`src/rtl/clk_div_pkg.sv`:
```
// Shared definitions for the clock-divider configuration sequencer:
// register map, CTRL/STATUS bit positions and the sequencer state encoding.
package clk_div_pkg;

    localparam int DIV_W_DEF = 16;

    localparam logic [3:0] OFF_CTRL   = 4'h0;
    localparam logic [3:0] OFF_DIV1   = 4'h4;
    localparam logic [3:0] OFF_DIV2   = 4'h8;
    localparam logic [3:0] OFF_STATUS = 4'hC;

    localparam int CTRL_EN     = 0;
    localparam int CTRL_START  = 1;
    localparam int CTRL_IRQ_EN = 2;

    localparam int ST_BUSY = 3;
    localparam int ST_DONE = 4;
    localparam int ST_ERR  = 5;

    // Encoding is software-visible through STATUS[2:0].
    typedef enum logic [2:0] {
        S_IDLE   = 3'd0,
        S_RUN    = 3'd1,
        S_GATE   = 3'd2,
        S_LOAD   = 3'd3,
        S_SETTLE = 3'd4
    } state_e;

endpackage

```
`src/rtl/clk_div_cfg_seq_wb_regs.sv`:
```
// Wishbone slave for the divider sequencer: address decode, single-cycle ack,
// staging registers, start pulse generation and sticky done/err flags.
module clk_div_wb_regs
    import clk_div_pkg::*;
#(
    parameter logic [31:0] BASE_ADDR = 32'h3000_0000,
    parameter int          DIV_W     = DIV_W_DEF
) (
    input  logic             clk,
    input  logic             rst,
    input  logic             stb_i,
    input  logic             cyc_i,
    input  logic             we_i,
    input  logic [3:0]       sel_i,
    input  logic [31:0]      adr_i,
    input  logic [31:0]      dat_i,
    output logic             ack_o,
    output logic [31:0]      dat_o,
    input  state_e           state_i,
    input  logic             busy_i,
    input  logic             set_done_i,
    input  logic             set_err_i,
    output logic             ctrl_en_o,
    output logic             irq_en_o,
    output logic             start_o,
    output logic             done_o,
    output logic             err_o,
    output logic [DIV_W-1:0] div1_o,
    output logic [DIV_W-1:0] div2_o
);

    logic             acc;
    logic             wr;
    logic [3:0]       off;
    logic             bus_unused;
    logic             ack_q, ack_d;
    logic [31:0]      dat_q, dat_d;
    logic             en_q, en_d;
    logic             irq_en_q, irq_en_d;
    logic             start_q, start_d;
    logic             done_q, done_d;
    logic             err_q, err_d;
    logic [DIV_W-1:0] div1_q, div1_d;
    logic [DIV_W-1:0] div2_q, div2_d;

    function automatic logic [DIV_W-1:0] merge_bytes(input logic [DIV_W-1:0] cur,
                                                     input logic [31:0]      wdat,
                                                     input logic [3:0]       sel);
        logic [DIV_W-1:0] res;
        res = cur;
        for (int b = 0; b < DIV_W; b++) begin
            if (sel[b/8]) res[b] = wdat[b];
        end
        return res;
    endfunction

    // Blocking on ack_q keeps a held strobe from producing back-to-back acks.
    assign acc        = stb_i & cyc_i & (adr_i[31:4] == BASE_ADDR[31:4]) & ~ack_q;
    assign wr         = acc & we_i;
    assign off        = {adr_i[3:2], 2'b00};
    assign bus_unused = ^{adr_i[1:0], sel_i, dat_i};

    always_comb begin
        en_d     = en_q;
        irq_en_d = irq_en_q;
        div1_d   = div1_q;
        div2_d   = div2_q;
        start_d  = 1'b0;
        done_d   = done_q;
        err_d    = err_q;
        ack_d    = acc;
        dat_d    = '0;
        if (wr) begin
            case (off)
                OFF_CTRL: begin
                    if (sel_i[0]) begin
                        en_d     = dat_i[CTRL_EN];
                        start_d  = dat_i[CTRL_START];
                        irq_en_d = dat_i[CTRL_IRQ_EN];
                    end
                end
                OFF_DIV1: div1_d = merge_bytes(div1_q, dat_i, sel_i);
                OFF_DIV2: div2_d = merge_bytes(div2_q, dat_i, sel_i);
                OFF_STATUS: begin
                    if (sel_i[0] && dat_i[ST_DONE]) done_d = 1'b0;
                    if (sel_i[0] && dat_i[ST_ERR])  err_d  = 1'b0;
                end
                default: ;
            endcase
        end
        // A hardware set in the same cycle as a W1C must survive.
        if (set_done_i) done_d = 1'b1;
        if (set_err_i)  err_d  = 1'b1;
        if (acc && !we_i) begin
            case (off)
                OFF_CTRL:   dat_d = 32'({irq_en_q, 1'b0, en_q});
                OFF_DIV1:   dat_d = 32'(div1_q);
                OFF_DIV2:   dat_d = 32'(div2_q);
                OFF_STATUS: dat_d = 32'({err_q, done_q, busy_i, state_i});
                default:    dat_d = '0;
            endcase
        end
    end

    always_ff @(posedge clk) begin
        if (rst) begin
            ack_q    <= 1'b0;
            dat_q    <= '0;
            en_q     <= 1'b0;
            irq_en_q <= 1'b0;
            start_q  <= 1'b0;
            done_q   <= 1'b0;
            err_q    <= 1'b0;
            div1_q   <= DIV_W'(1);
            div2_q   <= DIV_W'(1);
        end else begin
            ack_q    <= ack_d;
            dat_q    <= dat_d;
            en_q     <= en_d;
            irq_en_q <= irq_en_d;
            start_q  <= start_d;
            done_q   <= done_d;
            err_q    <= err_d;
            div1_q   <= div1_d;
            div2_q   <= div2_d;
        end
    end

    assign ack_o     = ack_q;
    assign dat_o     = dat_q;
    assign ctrl_en_o = en_q;
    assign irq_en_o  = irq_en_q;
    assign start_o   = start_q;
    assign done_o    = done_q;
    assign err_o     = err_q;
    assign div1_o    = div1_q;
    assign div2_o    = div2_q;

endmodule

```
`src/rtl/clk_div_cfg_seq.sv`:
```
// Divider configuration sequencer: gates the divider, loads new ratios through
// a req/ack handshake with timeout, waits for settle, then resumes.
module clk_div_cfg_seq
    import clk_div_pkg::*;
#(
    parameter logic [31:0] BASE_ADDR  = 32'h3000_0000,
    parameter int          DIV_W      = DIV_W_DEF,
    parameter int          GATE_CYC   = 4,
    parameter int          SETTLE_CYC = 8,
    parameter int          ACK_TMO    = 64
) (
    input  logic             wb_clk_i,
    input  logic             wb_rst_i,
    input  logic             wbs_stb_i,
    input  logic             wbs_cyc_i,
    input  logic             wbs_we_i,
    input  logic [3:0]       wbs_sel_i,
    input  logic [31:0]      wbs_adr_i,
    input  logic [31:0]      wbs_dat_i,
    output logic             wbs_ack_o,
    output logic [31:0]      wbs_dat_o,
    output logic             div_en_o,
    output logic [DIV_W-1:0] div1_o,
    output logic [DIV_W-1:0] div2_o,
    output logic             cfg_req_o,
    input  logic             cfg_ack_i,
    output logic [2:0]       irq
);

    localparam int MAX_GS  = (GATE_CYC > SETTLE_CYC) ? GATE_CYC : SETTLE_CYC;
    localparam int CNT_MAX = (ACK_TMO > MAX_GS) ? ACK_TMO : MAX_GS;
    localparam int CNT_W   = $clog2(CNT_MAX + 1);

    state_e           state_q, state_d;
    logic [CNT_W-1:0] cnt_q, cnt_d;
    logic [DIV_W-1:0] snap1_q, snap1_d, snap2_q, snap2_d;
    logic [DIV_W-1:0] div1_q, div1_d, div2_q, div2_d;
    logic             div_en_q, div_en_d;
    logic             cfg_req_q, cfg_req_d;
    logic             set_done, set_err, busy;
    logic             ctrl_en, irq_en, start, done, err;
    logic [DIV_W-1:0] stg1, stg2;

    clk_div_wb_regs #(
        .BASE_ADDR (BASE_ADDR),
        .DIV_W     (DIV_W)
    ) u_regs (
        .clk        (wb_clk_i),
        .rst        (wb_rst_i),
        .stb_i      (wbs_stb_i),
        .cyc_i      (wbs_cyc_i),
        .we_i       (wbs_we_i),
        .sel_i      (wbs_sel_i),
        .adr_i      (wbs_adr_i),
        .dat_i      (wbs_dat_i),
        .ack_o      (wbs_ack_o),
        .dat_o      (wbs_dat_o),
        .state_i    (state_q),
        .busy_i     (busy),
        .set_done_i (set_done),
        .set_err_i  (set_err),
        .ctrl_en_o  (ctrl_en),
        .irq_en_o   (irq_en),
        .start_o    (start),
        .done_o     (done),
        .err_o      (err),
        .div1_o     (stg1),
        .div2_o     (stg2)
    );

    assign busy = (state_q == S_GATE) || (state_q == S_LOAD) || (state_q == S_SETTLE);

    always_comb begin
        state_d  = state_q;
        snap1_d  = snap1_q;
        snap2_d  = snap2_q;
        set_done = 1'b0;
        set_err  = 1'b0;
        case (state_q)
            S_IDLE, S_RUN: begin
                if (start) begin
                    if (stg1 == '0 || stg2 == '0) begin
                        set_err = 1'b1;
                    end else begin
                        snap1_d = stg1;
                        snap2_d = stg2;
                        state_d = S_GATE;
                    end
                end else if (state_q == S_RUN && !ctrl_en) begin
                    state_d = S_IDLE;
                end
            end
            S_GATE: begin
                if (cnt_q == CNT_W'(GATE_CYC - 1)) state_d = S_LOAD;
            end
            S_LOAD: begin
                if (cfg_ack_i) begin
                    state_d = S_SETTLE;
                end else if (cnt_q == CNT_W'(ACK_TMO - 1)) begin
                    state_d = S_IDLE;
                    set_err = 1'b1;
                end
            end
            S_SETTLE: begin
                if (cnt_q == CNT_W'(SETTLE_CYC - 1)) begin
                    state_d  = ctrl_en ? S_RUN : S_IDLE;
                    set_done = 1'b1;
                end
            end
            default: state_d = S_IDLE;
        endcase

        // Counter measures time spent in the current timed state only.
        if (state_d != state_q || !busy) cnt_d = '0;
        else                             cnt_d = cnt_q + CNT_W'(1);

        // Outputs are registered from the next state so they never glitch.
        div_en_d  = (state_d == S_RUN);
        cfg_req_d = (state_d == S_LOAD);
        if (state_d == S_LOAD && state_q != S_LOAD) begin
            div1_d = snap1_q;
            div2_d = snap2_q;
        end else begin
            div1_d = div1_q;
            div2_d = div2_q;
        end
    end

    always_ff @(posedge wb_clk_i) begin
        if (wb_rst_i) begin
            state_q   <= S_IDLE;
            cnt_q     <= '0;
            snap1_q   <= DIV_W'(1);
            snap2_q   <= DIV_W'(1);
            div1_q    <= DIV_W'(1);
            div2_q    <= DIV_W'(1);
            div_en_q  <= 1'b0;
            cfg_req_q <= 1'b0;
        end else begin
            state_q   <= state_d;
            cnt_q     <= cnt_d;
            snap1_q   <= snap1_d;
            snap2_q   <= snap2_d;
            div1_q    <= div1_d;
            div2_q    <= div2_d;
            div_en_q  <= div_en_d;
            cfg_req_q <= cfg_req_d;
        end
    end

    assign div_en_o  = div_en_q;
    assign cfg_req_o = cfg_req_q;
    assign div1_o    = div1_q;
    assign div2_o    = div2_q;
    assign irq       = {1'b0, err & irq_en, done & irq_en};

endmodule
```
`config.mk`:
```
export PLATFORM = sky130hd
export DESIGN_NAME = clk_div_cfg_seq
export DESIGN_NICKNAME = d
export VERILOG_FILES = /design/src/rtl/clk_div_pkg.sv /design/src/rtl/clk_div_cfg_seq_wb_regs.sv /design/src/rtl/clk_div_cfg_seq.sv
export SDC_FILE = /design/constraint.sdc
export NUM_CORES = 1
export LEC_CHECK = 0
export CAP_MARGIN = 10
export CORE_ASPECT_RATIO = 0.7
export CORE_MARGIN = 1
export CORE_UTILIZATION = 45
export CTS_CLUSTER_SIZE = 40
export DETAILED_ROUTE_END_ITERATION = 10
export GPL_TIMING_DRIVEN = 0
export PLACE_DENSITY_LB_ADDON = 0.25
export SETUP_SLACK_MARGIN = 0.05
export SLEW_MARGIN = 25
export SYNTH_ARGS = -nofsm -noshare
export SYNTH_HDL_FRONTEND = slang
export SYNTH_SLANG_ARGS = --single-unit
```
`constraint.sdc`:
```
create_clock -name wb_clk_i -period 2.9 [get_ports wb_clk_i]
set_input_delay 0.58 -clock wb_clk_i [delete_from_list [all_inputs] [get_ports wb_clk_i]]
set_output_delay 0.58 -clock wb_clk_i [all_outputs]
set_load 0.01 [all_outputs]
```
After elaboration in Yosys (flattened, before gate mapping) --
Index checks and enable logic that the tools add are counted.
Word-level totals: flip-flop bits (word level) 146, bits in latches 0, bits in writable memories 0, bits in read-only memories 0, input port bits 74, output and inout port bits 70, word-level logic and storage cells 106, memories 0
Cells by class: add/sub/neg operators 1, multipliers 0, divide/modulo/power cells 0, order comparisons 0, equal/unequal tests 15, shift-type cells 0, multiplexer cells 25, bitwise operators 12, reduce and logical (&&, ||, !) cells 34
Operators by type and width (number):
- one-hot mux 16 bit (4 select lines) | 1
- logical NOT 16 bit | 2
- == test 28 x 26 -> 1 bit, second input constant | 1
- AND reduction 3 bit | 8
- 2-to-1 mux 3 bit | 7
- 2-to-1 mux 1 bit | 15
- one-hot mux 3 bit (4 select lines) | 1
- nonzero test 2 bit | 6
- == test 3 x 2 -> 1 bit, second input constant | 3
- adder 7 x 1 -> 7 bit, second input constant | 1
- == test 7 x 2 -> 1 bit, second input constant | 1
- == test 7 x 3 -> 1 bit, second input constant | 1
- == test 7 x 6 -> 1 bit, second input constant | 1
- AND 1 bit | 6
- == test 3 x 1 -> 1 bit, second input constant | 2
- inverter 1 bit | 6
- OR reduction 2 bit | 3
- logical AND 1 bit | 5
- == test 2 bit, second input constant | 2
- logical NOT 4 bit | 1
- logical OR 1 bit | 4
- OR reduction 4 bit | 1
- == test 3 bit, second input constant | 1
- logical NOT 1 bit | 3
- other kinds (5) | 5

Depth between registers and ports, before layout --
depth after elaboration 8, gate-level depth with buffers 7, gate-level depth less buffers 6

Hierarchy --
A second synthesis with hierarchy kept.
Second synthesis, totals: cells, all modules 569, area total of the unflattened synthesis 5584.1 um^2
By module, submodules not included:
- clk_div_cfg_seq | times used 1, cells each 330, area an instance 2940.3 um^2
- clk_div_wb_regs | times used 1, cells each 239, area an instance 2643.8 um^2

Worst setup path before layout --
No wires, ideal clock.
kind input to register, from in wbs_adr_i[21], to reg u_regs.div2_q[1] (netlist: u_regs.div2_o[1]), library setup time 0.128 ns, arrival time 2.039 ns, data required time 2.772 ns, setup slack 0.734 ns, stages on the path 5, path buffers 0, cells stage by stage nor4_2 -> nand4_4 -> nor4_4 -> mux2i_1 -> nor2_1
Between the ends: word-level cells in the longest chain between the ends 5
RTL lines:
- start: declaration | RTL line clk_div_cfg_seq.sv:18 | input logic [31:0] wbs_adr_i,
- == test 28 x 26 -> 1 bit | RTL line clk_div_cfg_seq_wb_regs.sv:58 | assign acc = stb_i & cyc_i & (adr_i[31:4] == BASE_ADDR[31:4]) & ~ack_q;
- AND 1 bit (2 in a row) | RTL line clk_div_cfg_seq_wb_regs.sv:58
- AND 1 bit | RTL line clk_div_cfg_seq_wb_regs.sv:59 | assign wr = acc & we_i;
- AND reduction 3 bit (no line)
- end signal: assignment | RTL line clk_div_cfg_seq_wb_regs.sv:125 | div2_q <= div2_d;
- end: declaration | RTL line clk_div_cfg_seq_wb_regs.sv:44 | logic [DIV_W-1:0] div2_q, div2_d;
Every way passes these cells. A chain may end at the register's enable or synchronous reset.

Final worst setup path --
from in wbs_adr_i[21], to reg u_regs.en_q (netlist: u_regs.ctrl_en_o)
Between the ends: word-level cells in the longest chain between the ends 5
RTL lines:
- == test 28 x 26 -> 1 bit | RTL line clk_div_cfg_seq_wb_regs.sv:58
- AND 1 bit (2 in a row) | RTL line clk_div_cfg_seq_wb_regs.sv:58
- AND 1 bit | RTL line clk_div_cfg_seq_wb_regs.sv:59
- AND reduction 3 bit (no line)
- end signal: assignment | RTL line clk_div_cfg_seq_wb_regs.sv:119 | en_q <= en_d;
- end: declaration | RTL line clk_div_cfg_seq_wb_regs.sv:38 | logic en_q, en_d;
Every way passes these cells.

==> metrics.txt <==
Antenna Nets Post-Route=0; worst-path maximum fanout=7; maximum vdd drop=0.429 mV; # fillers=around 910; Ant. Diodes=0; ratio of cells with drive above 1 in the final layout=11.4%; CP bufs+invs=1; WHS Path Cells=2; WS Path Type=in -> reg; CP cell instances=clkdlybuf4s50_1 -> nor4_2 -> nand4_4 -> nor4b_1 -> mux2i_1 -> nor2_1; DRT Wirelength=14400 um; DRT Pass-1 Iters=4; outcome=completed; total number of vias=4445; final std cells w/o fill=857; #FFs+latches synth=130; Max Buffers Root-to-Sink=2; die area=12100 um2; most common cell in the netlist=dfxtp_1; largest net degree at the start of global routing=17; clock skew=0.00776 ns; initial antenna violation count=0; io pins=144; Critical Path Max Stage Delay=0.90 ns; crit path max-delay cell type=nor4b_1; Fin Setup TNS=0 ns; Global Route Usage Sum=roughly 25%; Placed Instances=825; unrepaired setup endpoints after global routing=no; EDFF count, synth=0; hold_sp=div1_o[8]$_SDFFE_PP0P_; CTS tree=done; Worst Path Arrival=2.87 ns; crit share post-route=89.2%; Synth area leaders=dfxtp_1 (49%), mux2i_1 (12%), nor2_1 (6.4%), nand2_1 (5.3%), a21oi_1 (3.3%); Critical R2R Launch=state_q[1]$_SDFF_PP0_; Synth Cell Area=5260 um2; dpl cell area=6570 um2; async set-reset flop share out of synthesis=0%; max-cap viol count=0; post-CTS sizing=0; Req. time, crit path=3.18 ns; final core utilization=63.8%; Largest delay share family, worst path=simple AND/OR/NAND/NOR gates; Die Ht=~90 um; sequential fraction of the synthesis area=around half; Worst Setup End Kind=register; vias in the first global route=around 4400; pwr dens=569 nW/um2; initial DRC count=around 290; Startpoint Class=input pin; clock root cell=clkbuf_16; CTS H-tree depth=4; synthesis-to-finish area growth=36.1%; Post-Synthesis Cells=550; Fin. Hold Viols=0; global route overflow=0; post-synth top area cell=dfxtp_1; Nets=766; FF-to-FF End=cnt_q[0]$_SDFF_PP0_; Core Footprint=11200 um2; # Post-CTS Setup Buffers=0; Max Transition Viols Final=0; row cnt=32; first-pass GRT wire length=23000 um; hold buffer count at cts=0; WP depth=6; FMAX=387 MHz; Residual DRC=0; area of the multi-input gates=2450 um2; sequential cell area=2600 um2; Worst-Skew Late Latency=roughly 0.42 ns; I/O Buffers=approximately 110; syn avg cell area=9.56 um2; clock sink count=130; shortest period the worst path allows=2.59 ns; pre-CTS WS=-0.113 ns; Hold Path End=div1_o[8]$_SDFFE_PP0P_; die width=131 um; final design instance area without fill=roughly 7000 um2; Clock transition at path regs=0.06 ns; share of Yosys cell area claimed by the top area cell type=about half; top_reg_cell synth=dfxtp_1; yosys warns=0; Lkg Pwr=~2.8 nW; DP Wirelength=10700 um; CTS Buf Count=17; top cells by count, synth=dfxtp_1 (130), nor2_1 (89), nand2_1 (74); synth unique cells=53; final setup fails=0; gpl congestion=0.873; vias per cell=between 5 and 6; Avg WL per Cell=16.8 um; Initial Util=46.9%; final worst slack=0.314 ns; reg2reg path depth=7; Hold Path Class=reg -> reg; setup slack, reg-to-reg=0.55 ns; worst slew pin tran=0.973 ns; Slew HR=34.2%
-- per-stage QoR --
step / hold WS, ns / power, mW
final: 0.457 / 4.07
after global routing: 0.479 / 4.18
after CTS: 0.458 / 4.09
after detailed placement: 0.450 / 2.01
after global placement: 0.443 / 2.00
after floorplan: 0.432 / 1.90
-- metal layers --
layer	wire [um]	global-route usage (%)
met3	1280	6.40
met2	6150	37.6
met4	187	10.0
met1	6750	34.0
met5	0	0
-- worst max path at each step --
stage                                          endpoint  slack [ns]     startpoint
after floorplan           u_regs.div2_o[1]$_SDFFE_PP0P_        0.73  wbs_adr_i[21]
after global placement     u_regs.irq_en_o$_SDFFE_PP0P_       -0.07  wbs_adr_i[11]
after detailed placement  u_regs.ctrl_en_o$_SDFFE_PP0P_       -0.11  wbs_adr_i[21]
after CTS                 u_regs.ctrl_en_o$_SDFFE_PP0P_        0.30  wbs_adr_i[25]
after global routing      u_regs.ctrl_en_o$_SDFFE_PP0P_        0.14  wbs_adr_i[25]
final                     u_regs.ctrl_en_o$_SDFFE_PP0P_        0.31  wbs_adr_i[21]
-- registers in the layout (all words and copies together), names as in the netlist, 3 cells and up --
| signal | count |
|---|---|
| u_regs.dat_o | 16 |
| div2_o | 16 |
| state_q | 3 |
| div1_o | 16 |
| snap1_q | 16 |
| u_regs.div1_o | 16 |
| snap2_q | 16 |
| cnt_q | 7 |
| u_regs.div2_o | 16 |
-- worst register-to-register path, cell delays in order (launching register included) --
cell and delay (ns):
dfxtp_1 0.30, clkbuf_1 0.21, nor3b_1 0.23, and4b_1 0.23
clkbuf_1 0.24, a2111oi_0 0.44, nand2_1 0.22, o41ai_1 0.38
-- final cells by class --
type | count | area share (%)
Clock inverter | 15 | 2.22
Sequential cell | 130 | 36.4
Inverter | 3 | 0.157
Tap cell | 153 | 2.67
Multi-Input combinational cell | 386 | 34.2
Buffer | 47 | 3.60
Timing Repair Buffer | 106 | 14.8
Clock buffer | 17 | 5.94
-- power breakdown --
part	internal (mW)	switching (mW)
registers	1.79	0.0000000000866
clock network	1.27	0.831
logic	0.0944	0.0884
total	3.15	0.919
-- cells by family after synthesis --
logic type               synth area share, %
AO/OA/AOI/OAI                           7.47
XOR/XNOR                               0.833
adder cells (fa/ha/maj)                0.238
buffers and inverters                   5.11
flip-flops                              49.5
multiplexers                            13.7
other                                 0.0713
AND/OR/NAND/NOR                         23.1
-- cell usage in the layout, fill, tap and decap left out, types with 4 or more instances in the layout --
cell               n
a22oi_1           13
buf_2              8
nand2_1           74
nor2b_1            4
mux2i_1           64
buf_4             17
clkinv_4           4
nand3_1            7
dfxtp_1          130
conb_1            17
a21oi_1           35
clkdlybuf4s50_1  106
clkbuf_16         17
nor2_1            89
nor3_1             6
nor4_1            10
clkbuf_1          20
nor4_4             7
No activity file was read; power rests on OpenSTA's default activity.
